==> src/rtl/id_scoreboard.sv <==
// ---------------------------------------------------------------------------
// id_scoreboard
//
// Decode-stage register scoreboard. Each architectural register carries a
// small down-counter (cycles until its pending result is bypassable) and a
// flag for unbounded-latency producers (divider) that are released only by
// an explicit wb_clr. Decode is stalled while any enabled source is still
// pending, or when a write would let an older result land after this one.
//
// Optional feature macro: SCOREBOARD_STATS_EN
//   When defined, adds saturating 32-bit counters of stall cycles and of
//   WAW-stall cycles (ports stall_cycles, waw_cycles), cleared by rst.
//
// Ports
//   clk, rst     clock (rising edge), synchronous active-high reset
//   issue_valid  decode holds an instruction that wants to issue
//   flush        kill the decode instruction; no scoreboard write
//   re, raddr    per-port source read enable / address (port i at [i*AW +: AW])
//   we, waddr    issuing instruction writes register waddr
//   lat, lat_unb bounded result latency 1..MAX_LAT, or unbounded producer
//   wb_clr       release of the unbounded producer targeting wb_addr
//   stall        combinational decode hold
//   issue_fire   issue_valid & ~stall & ~flush
//   src_busy     per-port hazard flag
//   busy_vec     per-register pending flag straight from state; bit 0 is 0
// ---------------------------------------------------------------------------
module id_scoreboard #(
    parameter int NREG    = 32,
    parameter int NRD     = 2,
    parameter int MAX_LAT = 4,
    parameter int AW      = $clog2(NREG),
    parameter int LW      = $clog2(MAX_LAT + 1)
) (
    input  logic              clk,
    input  logic              rst,
    input  logic              issue_valid,
    input  logic              flush,
    input  logic [NRD-1:0]    re,
    input  logic [NRD*AW-1:0] raddr,
    input  logic              we,
    input  logic [AW-1:0]     waddr,
    input  logic [LW-1:0]     lat,
    input  logic              lat_unb,
    input  logic              wb_clr,
    input  logic [AW-1:0]     wb_addr,
    output logic              stall,
    output logic              issue_fire,
    output logic [NRD-1:0]    src_busy,
    output logic [NREG-1:0]   busy_vec
`ifdef SCOREBOARD_STATS_EN
    ,
    output logic [31:0]       stall_cycles,
    output logic [31:0]       waw_cycles
`endif
);

    logic [LW-1:0]   cnt_q [NREG];
    logic [LW-1:0]   cnt_d [NREG];
    logic [NREG-1:0] unb_q;
    logic [NREG-1:0] unb_d;
    logic            waw;
    logic            wr_en;

    genvar gi;
    generate
        // Register 0 is hardwired to zero, so it can never be pending.
        for (gi = 0; gi < NREG; gi++) begin : g_busy
            if (gi == 0) begin : g_zero
                assign busy_vec[gi] = 1'b0;
            end else begin : g_track
                assign busy_vec[gi] = (cnt_q[gi] != '0) | unb_q[gi];
            end
        end
        for (gi = 0; gi < NRD; gi++) begin : g_src
            assign src_busy[gi] = re[gi] & busy_vec[raddr[gi*AW +: AW]];
        end
    endgenerate

    // A new bounded write must not finish before an older pending write to
    // the same register; an equal or shorter remaining count is harmless
    // because the new value overwrites the tracking state anyway.
    assign waw = we & (waddr != '0) &
                 (unb_q[waddr] | (~lat_unb & (cnt_q[waddr] > lat)));

    assign stall      = issue_valid & ~flush & ((|src_busy) | waw);
    assign issue_fire = issue_valid & ~stall & ~flush;
    assign wr_en      = issue_fire & we & (waddr != '0);

    // Next state: age every counter, apply releases, then let the issuing
    // write override both for its own destination.
    always_comb begin
        for (int r = 0; r < NREG; r++) begin
            cnt_d[r] = (cnt_q[r] != '0) ? cnt_q[r] - LW'(1) : cnt_q[r];
            unb_d[r] = unb_q[r];
        end
        if (wb_clr) begin
            unb_d[wb_addr] = 1'b0;
        end
        if (wr_en) begin
            if (lat_unb) begin
                unb_d[waddr] = 1'b1;
                cnt_d[waddr] = '0;
            end else begin
                // lat==0 leaves the register untracked (already bypassable).
                unb_d[waddr] = 1'b0;
                cnt_d[waddr] = lat;
            end
        end
    end

    always_ff @(posedge clk) begin
        if (rst) begin
            for (int r = 0; r < NREG; r++) begin
                cnt_q[r] <= '0;
            end
            unb_q <= '0;
        end else begin
            for (int r = 0; r < NREG; r++) begin
                cnt_q[r] <= cnt_d[r];
            end
            unb_q <= unb_d;
        end
    end

`ifdef SCOREBOARD_STATS_EN
    logic [31:0] stall_cycles_q;
    logic [31:0] stall_cycles_d;
    logic [31:0] waw_cycles_q;
    logic [31:0] waw_cycles_d;
    logic        waw_stall;

    assign waw_stall = issue_valid & ~flush & waw;

    // Counters saturate at all-ones rather than wrapping.
    always_comb begin
        stall_cycles_d = stall_cycles_q;
        waw_cycles_d   = waw_cycles_q;
        if (stall && !(&stall_cycles_q)) begin
            stall_cycles_d = stall_cycles_q + 32'd1;
        end
        if (waw_stall && !(&waw_cycles_q)) begin
            waw_cycles_d = waw_cycles_q + 32'd1;
        end
    end

    always_ff @(posedge clk) begin
        if (rst) begin
            stall_cycles_q <= '0;
            waw_cycles_q   <= '0;
        end else begin
            stall_cycles_q <= stall_cycles_d;
            waw_cycles_q   <= waw_cycles_d;
        end
    end

    assign stall_cycles = stall_cycles_q;
    assign waw_cycles   = waw_cycles_q;
`endif

endmodule

==> config.mk <==
export PLATFORM = sky130hd
export DESIGN_NAME = id_scoreboard
export DESIGN_NICKNAME = d
export VERILOG_FILES = /design/src/rtl/id_scoreboard.sv
export SDC_FILE = /design/constraint.sdc
export NUM_CORES = 1
export LEC_CHECK = 0
export CAP_MARGIN = 15
export CORE_UTILIZATION = 40
export DETAILED_ROUTE_END_ITERATION = 10
export PLACE_DENSITY_LB_ADDON = 0.05
export SETUP_SLACK_MARGIN = 0.1
export SYNTH_ARGS = -nofsm -noshare
export SYNTH_HDL_FRONTEND = slang
export SYNTH_SLANG_ARGS = --single-unit
==> constraint.sdc <==
create_clock -name clk -period 10.68 [get_ports clk]
set_input_delay 2.136 -clock clk [delete_from_list [all_inputs] [get_ports clk]]
set_output_delay 2.136 -clock clk [all_outputs]
set_load 0.02 [all_outputs]
==> impl_metrics.ini <==
[timing]
setup_viol = 0
whs_ns = 0.478
max_freq_mhz = 121
fin_crit_sh_pct = 77.4
slew_violations = 0
final.setup.worst_slack_ns = 2.42
finalHoldViolCount = 0
fin_skew_ns = 0.0140
tightest_slew_ns = 1.15
rsz0062_at_grt = no
tns_ns = 0
fin_crit_ns = 8.26
maxSlewHeadroom_pct = 22.9

[power]
p_comb_share_pct = 55.9
power.density_mw_per_mm2 = 280
switching_share_pct = 42.9
internal_power_uw = 1790
seqPwrFrac_pct = 25.7
p_leak_uw = 0.00481
pwr-share-clk_pct = 18.4
peakVddDrop_mv = 0.132
switching_power_uw = 1350

[worst_setup_path]
reg2reg_depth = 10
rr_startpoint = cnt_q[23][0]
max_stage_delay_ns = 0.65
path_cells = buf_2, buf_4, mux4_2, a32o_1, a221oi_1, and3_1, ha_1, nor2b_1, o21a_1, o21ai_0, a21o_1, and3b_1, clkdlybuf4s50_1
worstPathRequired_ns = 8.54
cp-end-kind = primary output
cp_max_fo = 24
cpMaxStageDelayCell = buf_2
worstSetupPathType = in2out
r2r-end = cnt_q[29][0]
crit_path_start_kind = input pin
rrSetupSlack_ns = 6.51
cp-startpoint = waddr[0]
cp_data_arrival_time_ns = 6.13
crit_end = issue_fire

[cts]
cts_sinks = 128
post_cts_buffers = 0
cts_tree = built
clock_latency_ns = 0.43
cts.root.buffer_cell = clkbuf_16
cts_inserted_buffers = 17
path_clk_slew_ns = 0.06
clockBufferDepth = 2
cts_hold_buf = 0
cts_resized = 0
htreeDepth = 4

[cells_and_area]
instances_no_fill = 1444
multi_input_area_mm2 = 0.00657
diodes = 0
nFillCells = 2334
seq_area_mm2 = 0.00256
layout-drive-gt1-share_pct = 14.6
area_growth_pct = 14.8
mostFrequentLayoutCell = nor2_1
final_cell_mix = nor2_1, dfxtp_1, inv_1
nets = 1211

[logic_synthesis]
ys_seq_area_share_pct = 26.2
syn_avg_cell_area_um2 = 9.04
synth_area_mm2 = 0.00977
yosys_register_bits = 128
async_flop_share_pct = 0
synthCells = 1080
synthesis.nets = 1179
yosysUniqueCellTypes = 69
synth-warning-count = 0
synth-edff-count = 0
synth_ff_type = dfxtp_1

[floorplanning]
fp.coreArea_mm2 = 0.0237
io_pins = 68
chipWidth_um = 158
dieArea_mm2 = 0.0250
initial_core_util_pct = 41.2
core.rowCount = 56
die_h_um = 158

[global_routing]
grt.overflow.total = 0
antenna_found_initial = 0
grt_pass1_vias = 7957
grt_usage_pct = 27.0
grt_pass1_wl_um = 49500
grt_max_degree = 67

[routing]
wl_um = 32700
drtIter0Drc = 631
wl_per_cell_um = 22.7
drc = 0
first_pass_iters = 5
via_per_inst = 5.88
final_antenna_net_count = 0
vias = 8490

[placement]
dp_cells = 1411
numPortBuffers = 66
pre_cts_ws_ns = 2.41
post-dp-hpwl_um = 23700
gp_congestion = 0.955

[run_status]
status = complete, no violations

[hold_path]
hold_path_class = reg2reg

[job]
maxCapViolations = 0
[state kept, by name (all words and copies together) (netlist names)]
| name | flops |
|---|---|
| cnt_q | 96 |
| unb_q | 32 |
[area by class of cell]
type                            count  area share, %
Multi-Input combinational cell    791           58.6
Timing Repair Buffer               79           6.71
Sequential cell                   128           22.8
Clock inverter                     14           1.18
Clock buffer                       18           3.92
Inverter                           95           3.18
Tap cell                          319           3.56
[power groups by stage]
stage / clock network, uW / registers [uW] / logic (uW)
after floorplan: 0 / 747 / 1250
after global placement: 0 / 824 / 1740
after detailed placement: 0 / 817 / 1740
after CTS: 589 / 806 / 1760
after global routing: 610 / 831 / 1930
final: 578 / 806 / 1760
[layer usage]
layer / GRT usage, % / vias to the layer above / share of wire [%]
met4: 9.94 / 0 / 2.8
li1: - / 3961 / -
met2: 42.8 / 353 / 46
met3: 3.97 / 57 / 6.5
met1: 36.9 / 4119 / 45
met5: 0 / - / 0
[worst min path at each step]
stage | start | end | slack, ns | depth (start not counted)
2_1_floorplan | unb_q[0] | unb_q[0] | 0.45 | 1
3_3_place_gp | unb_q[0] | unb_q[0] | 0.47 | 1
3_5_place_dp | unb_q[0] | unb_q[0] | 0.47 | 1
4_1_cts | unb_q[0] | unb_q[0] | 0.48 | 1
5_1_grt | unb_q[0] | unb_q[0] | 0.50 | 1
6_report | unb_q[0] | unb_q[0] | 0.48 | 1
[synthesized netlist by cell type (5+ instances only)]
| cell | count | area, um2 |
|---|---|---|
| nor2_1 | 135 | 507 |
| dfxtp_1 | 128 | 2560 |
| inv_1 | 93 | 349 |
| mux2i_1 | 73 | 731 |
| ha_1 | 67 | 838 |
| a21oi_1 | 42 | 210 |
| clkbuf_1 | 38 | 143 |
| nand2b_1 | 36 | 225 |
| nand4_1 | 36 | 225 |
| o21ai_0 | 35 | 175 |
| mux2_2 | 33 | 372 |
| a211o_1 | 32 | 280 |
| xnor2_1 | 32 | 280 |
| mux2_1 | 30 | 338 |
| mux4_2 | 28 | 631 |
| nand4_2 | 20 | 250 |
| buf_2 | 17 | 85.1 |
| a22oi_1 | 15 | 113 |
| nor3b_1 | 15 | 113 |
| nor3_1 | 13 | 65.1 |
| nand2_1 | 12 | 45.0 |
| nor2b_1 | 11 | 68.8 |
| and2_1 | 9 | 56.3 |
| or3b_2 | 9 | 78.8 |
| and3_1 | 8 | 50.1 |
| or2_2 | 8 | 50.1 |
| and4_1 | 6 | 52.6 |
| nand3b_1 | 6 | 45.0 |
| or3b_1 | 6 | 52.6 |
| a2111oi_0 | 5 | 43.8 |
| buf_1 | 5 | 18.8 |
[worst max-delay path: cells and delay by family]
kind | cells | cell delay (ns)
AOI/OAI and AO/OA | 5 | 1.13
muxes | 1 | 0.56
adders and majority gates | 1 | 0.15
buffers and inverters | 3 | 1.73
and+or+nand+nor | 3 | 0.41
[through the flow]
step	instance area [um2]	util [%]	power, uW
final	11200	47.4	3140
after global routing	11200	47.4	3370
after CTS	11200	47.3	3150
after detailed placement	10600	44.9	2560
after global placement	10600	44.9	2570
after floorplan	9770	-	2000
[cell families (layout without fill, tap and decap cells)]
group / count (synthesis) / in the layout / synth area share (%)
AND/OR/NAND/NOR: 353 / 353 / 21.7
AO/OA/AOI/OAI: 174 / 174 / 12.7
multiplexers: 164 / 164 / 21.2
buffers and inverters: 161 / 206 / 6.71
flip-flops: 128 / 128 / 26.2
adder cells (fa/ha/maj): 67 / 67 / 8.58
XOR/XNOR: 32 / 32 / 2.87
other: 1 / 1 / 0.0384
Power figures use the tool's default switching activity.
==> edit 1, RTL diff (same settings) <==
Change the parameter `NRD` from 2 to 1.
--- a/src/rtl/id_scoreboard.sv
+++ b/src/rtl/id_scoreboard.sv
@@ -27,5 +27,5 @@
 module id_scoreboard #(
     parameter int NREG    = 32,
-    parameter int NRD     = 2,
+    parameter int NRD     = 1,
     parameter int MAX_LAT = 4,
     parameter int AW      = $clog2(NREG),
Interface: changed (resized raddr, re and src_busy); port bits go from 68 to 61. The function was not compared with the original's and may differ.
==> edit 1 against the unedited design <==
- routed wire length fell by 12%
- setup slack better by 0.35 ns
- total power is 4.2% lower
- critical path depth unchanged
- synthesized area is 5.2% lower
- final area fell by 5.0%
- sequential power about the same
- sequential cell count is the same
- critical endpoint unchanged
- largest cell class unchanged
==> edit 1: results (changes against the unedited design) <==
* Post-Synth Adder-Cell Area at 9.049% (was 8.582%)
* Slowest stage delay, CP at 0.79 ns (was 0.65 ns)
* CP Launch Point: waddr[2] (was waddr[0])
* Post-Syn Instances at 1012 (was 1080)
* Outcome: complete, no violations (unchanged)
* DR WL/cell at 21.49 µm (was 22.68 µm)
* Register area share after synthesis at 27.66% (was 26.23%)
* Worst r2r dst: cnt_q[9][0] (was cnt_q[29][0])
* Area of the multi-input gates at 0.006142 mm² (was 0.006573 mm²)
* Met2 WL at 13690 µm (was 15030 µm)
* Hold WS at 0.4613 ns (was 0.4781 ns)
* Synth unique cells at 63 (was 69)
* Met1 Resource Use GR at 33.81% (was 36.92%)
* P per Cell Area at 282.4 mW/mm² (was 280.0 mW/mm²)
* Slew Limit Headroom at 34.70% (was 22.89%)
* Total Nets Final at 1142 (was 1211)
* Sequential fraction of design power at 26.9% (was 25.7%)
* Hold path cells at 2 (was 1)
* Worst R2R Start: cnt_q[20][1] (was cnt_q[23][0])
* CP arrival at 5.78 ns (was 6.13 ns)
* Met3 wire len at 1346 µm (was 2139 µm)
* Synth area leaders: dfxtp_1, ha_1, mux2i_1 (unchanged)
* Reg2Reg Depth at 12 (was 10)
* Slowest-stage cell, CP: clkdlybuf4s50_1 (was buf_2)
* Vias in the first global route at 7378 (was 7957)
* Layout cells sized above 1 at 16.48% (was 14.58%)
==> edit 1: changes by cell type after synthesis, sizes merged, moves of 17 or more <==
cell / unedited run / this run
or2: 8 / 25
a21oi: 43 / 19
nand3: 3 / 28
nand4: 56 / 3
nand2: 12 / 33
o21ai: 35 / 52
nand3b: 6 / 27
==> edit 1: worst register-to-register path, stage by stage, from the launching register on <==
cell and delay, ns:
dfxtp_1 0.35, mux4_2 0.48, a22oi_1 0.33, nand4_1 0.15, ha_1 0.31, nor2b_1 0.13, o21a_1 0.16, o21ai_0 0.23
o311ai_1 0.23, a2111oi_4 0.34, buf_4 0.41, nand3b_1 0.31, mux2_2 0.35
==> edit 1: layout make-up <==
class / count / share of cell area [%]
multi-input cells: 748 / 57.68
repair buffers: 67 / 5.992
clock buffers: 21 / 4.418
clock inverters: 11 / 1.433
inverters: 87 / 3.067
well taps: 285 / 3.349
flip-flops and latches: 128 / 24.06
==> edit 2, RTL diff (config.mk and constraints unchanged) <==
Made on the original files. Add a define of `SCOREBOARD_STATS_EN`.
--- a/src/rtl/id_scoreboard.sv
+++ b/src/rtl/id_scoreboard.sv
@@ -25,4 +25,6 @@
 //   busy_vec     per-register pending flag straight from state; bit 0 is 0
 // ---------------------------------------------------------------------------
+`define SCOREBOARD_STATS_EN
+
 module id_scoreboard #(
     parameter int NREG    = 32,
New outputs: stall_cycles and waw_cycles. Function: not settled (the Yosys comparison gave no result); the edit may change what the design does.
==> edit 2 against the unedited design <==
- utilization is 0.23 points higher
- highest routed layer is now met5
- sequential power grew 34%
- synthesized area increased by 33%
- first-iteration DRC count up 48%
- sequential share of layout area increased by 2.6 points
- final area increased by 35%
- clock skew rose by 0.00052 ns
- combinational power grew 2%
- routed wire length is 29% higher
- final cell count grew 40%
- sequential cell count is 64 higher
- total power rose by 11%
- setup slack got worse by 0.71 ns
==> edit 2: results (changes against the unedited design) <==
* Outcome: complete, no violations (unchanged)
* CP arrival at 6.84 ns (was 6.13 ns)
* Slew Limit Headroom at 32.64% (was 22.89%)
* Post-Syn Nets at 1595 (was 1179)
* CP Launch Point: waddr[4] (was waddr[0])
* Clk_skew at 0.01451 ns (was 0.01398 ns)
* Layout cells sized above 1 at 10.99% (was 14.58%)
* P_leak at 0.005869 µW (was 0.004810 µW)
* Slowest stage delay, CP at 0.87 ns (was 0.65 ns)
* Synth unique cells at 84 (was 69)
* Slowest-stage cell, CP: clkdlybuf4s50_1 (was buf_2)
* Routed WL at 42310 µm (was 32750 µm)
* Synth area leaders: dfxtp_1, ha_1, mux2i_1 (unchanged)
* Initial DRC count at 936 (was 631)
* Total Nets Final at 1671 (was 1211)
* Max VDD drop at 0.1163 mV (was 0.1316 mV)
* Crit path max fanout at 31 (was 24)
* Number of buffers added on ports at 130 (was 66)
* Antenna violations before repair at 1 (was 0)
* Total of max-cap violations at 0 (unchanged)
* Detailed Place HPWL at 30810 µm (was 23720 µm)
* Reg2Reg Depth at 12 (was 10)
* Syn avg cell area at 8.720 µm² (was 9.045 µm²)
* GRT Util Overall at 25.73% (was 26.97%)
* Worst r2r dst: cnt_q[6][2] (was cnt_q[29][0])
* R2R Setup Slk at 6.24 ns (was 6.51 ns)
* Via count at 11660 (was 8490)
* DR WL/cell at 20.97 µm (was 22.68 µm)
* Wire length of the first global-routing pass at 65360 µm (was 49530 µm)
* Clock Path Buffers at 2 (unchanged)
* Filler instances at 3130 (was 2334)
* Vias in the first global route at 10820 (was 7957)
* Synth cell count leaders: dfxtp_1, nor2_1, inv_1 (was nor2_1, dfxtp_1, inv_1)
* Worst-Skew Late Latency at 0.46 ns (was 0.43 ns)
* GPL Wtd Cong at 0.9529 (was 0.9549)
* Hold WS at 0.4823 ns (was 0.4781 ns)
* Worst R2R Start: cnt_q[9][0] (was cnt_q[23][0])
* Pin count of the biggest net entering global routing at 74 (was 67)
* DRT Pass-1 Iters at 7 (was 5)
* Register area share after synthesis at 29.50% (was 26.23%)
## edit 2: worst register-to-register path: cells and delay by family, from the launching register on
kind	cells	cell delay (ns)
simple gates	3	1.40
compound gates	4	0.97
fa+ha+maj	1	0.22
flops	1	0.38
buf+inv	3	1.01
mux	1	0.36
## edit 2: how the worst min path moves through the flow
stage	to	cells past startpoint	startpoint
after floorplan	unb_q[0]	1	unb_q[0]
after global placement	unb_q[0]	1	unb_q[0]
after detailed placement	unb_q[0]	1	unb_q[0]
after CTS	unb_q[0]	1	unb_q[0]
after global routing	unb_q[0]	1	unb_q[0]
final	unb_q[0]	1	unb_q[0]
## edit 2: final cells by class
class,instances,area (µm²),share of cell area (%)
Multi-Input combinational cell,1112,8418,55.63
Sequential cell,192,3844,25.40
Timing Repair Buffer,146,1408,9.302
Tap cell,435,544.3,3.597
Clock buffer,21,460.4,3.043
Inverter,101,379.1,2.505
Clock inverter,11,78.83,0.5209
## edit 2: metrics by stage
| stage | power, µW | worst slack (ns) | instance area [µm²] |
|---|---|---|---|
| 2_1_floorplan | 2275 | 2.438 | 13030 |
| 3_3_place_gp | 2863 | 1.926 | 14590 |
| 3_5_place_dp | 2883 | 1.808 | 14590 |
| 4_1_cts | 3510 | 1.789 | 15130 |
| 5_1_grt | 3746 | 1.374 | 15130 |
| 6_report | 3500 | 1.709 | 15130 |
## edit 2: power by group
group | switching [µW] | internal (µW)
Sequential | 205 | 876
Combinational | 962 | 836
Clock | 309 | 312
Total | 1480 | 2020
## edit 2: layer usage
layer	track usage, %	wire [µm]	up-vias
met5	0	8	-
met4	8.471	1022	2
met3	4.949	2960	62
met2	39.30	18800	381
met1	36.16	19520	5648
li1	-	-	5569
## edit 2: logic make-up after synthesis
| kind of cell | Yosys count | synth area share, % |
|---|---|---|
| XOR/XNOR | 37 | 2.488 |
| other | 1 | 0.02879 |
| multiplexers | 170 | 16.53 |
| flip-flops | 192 | 29.50 |
| AO/OA/AOI/OAI | 254 | 12.74 |
| buffers and inverters | 190 | 6.041 |
| adder cells (fa/ha/maj) | 69 | 6.627 |
| AND/OR/NAND/NOR | 581 | 26.05 |
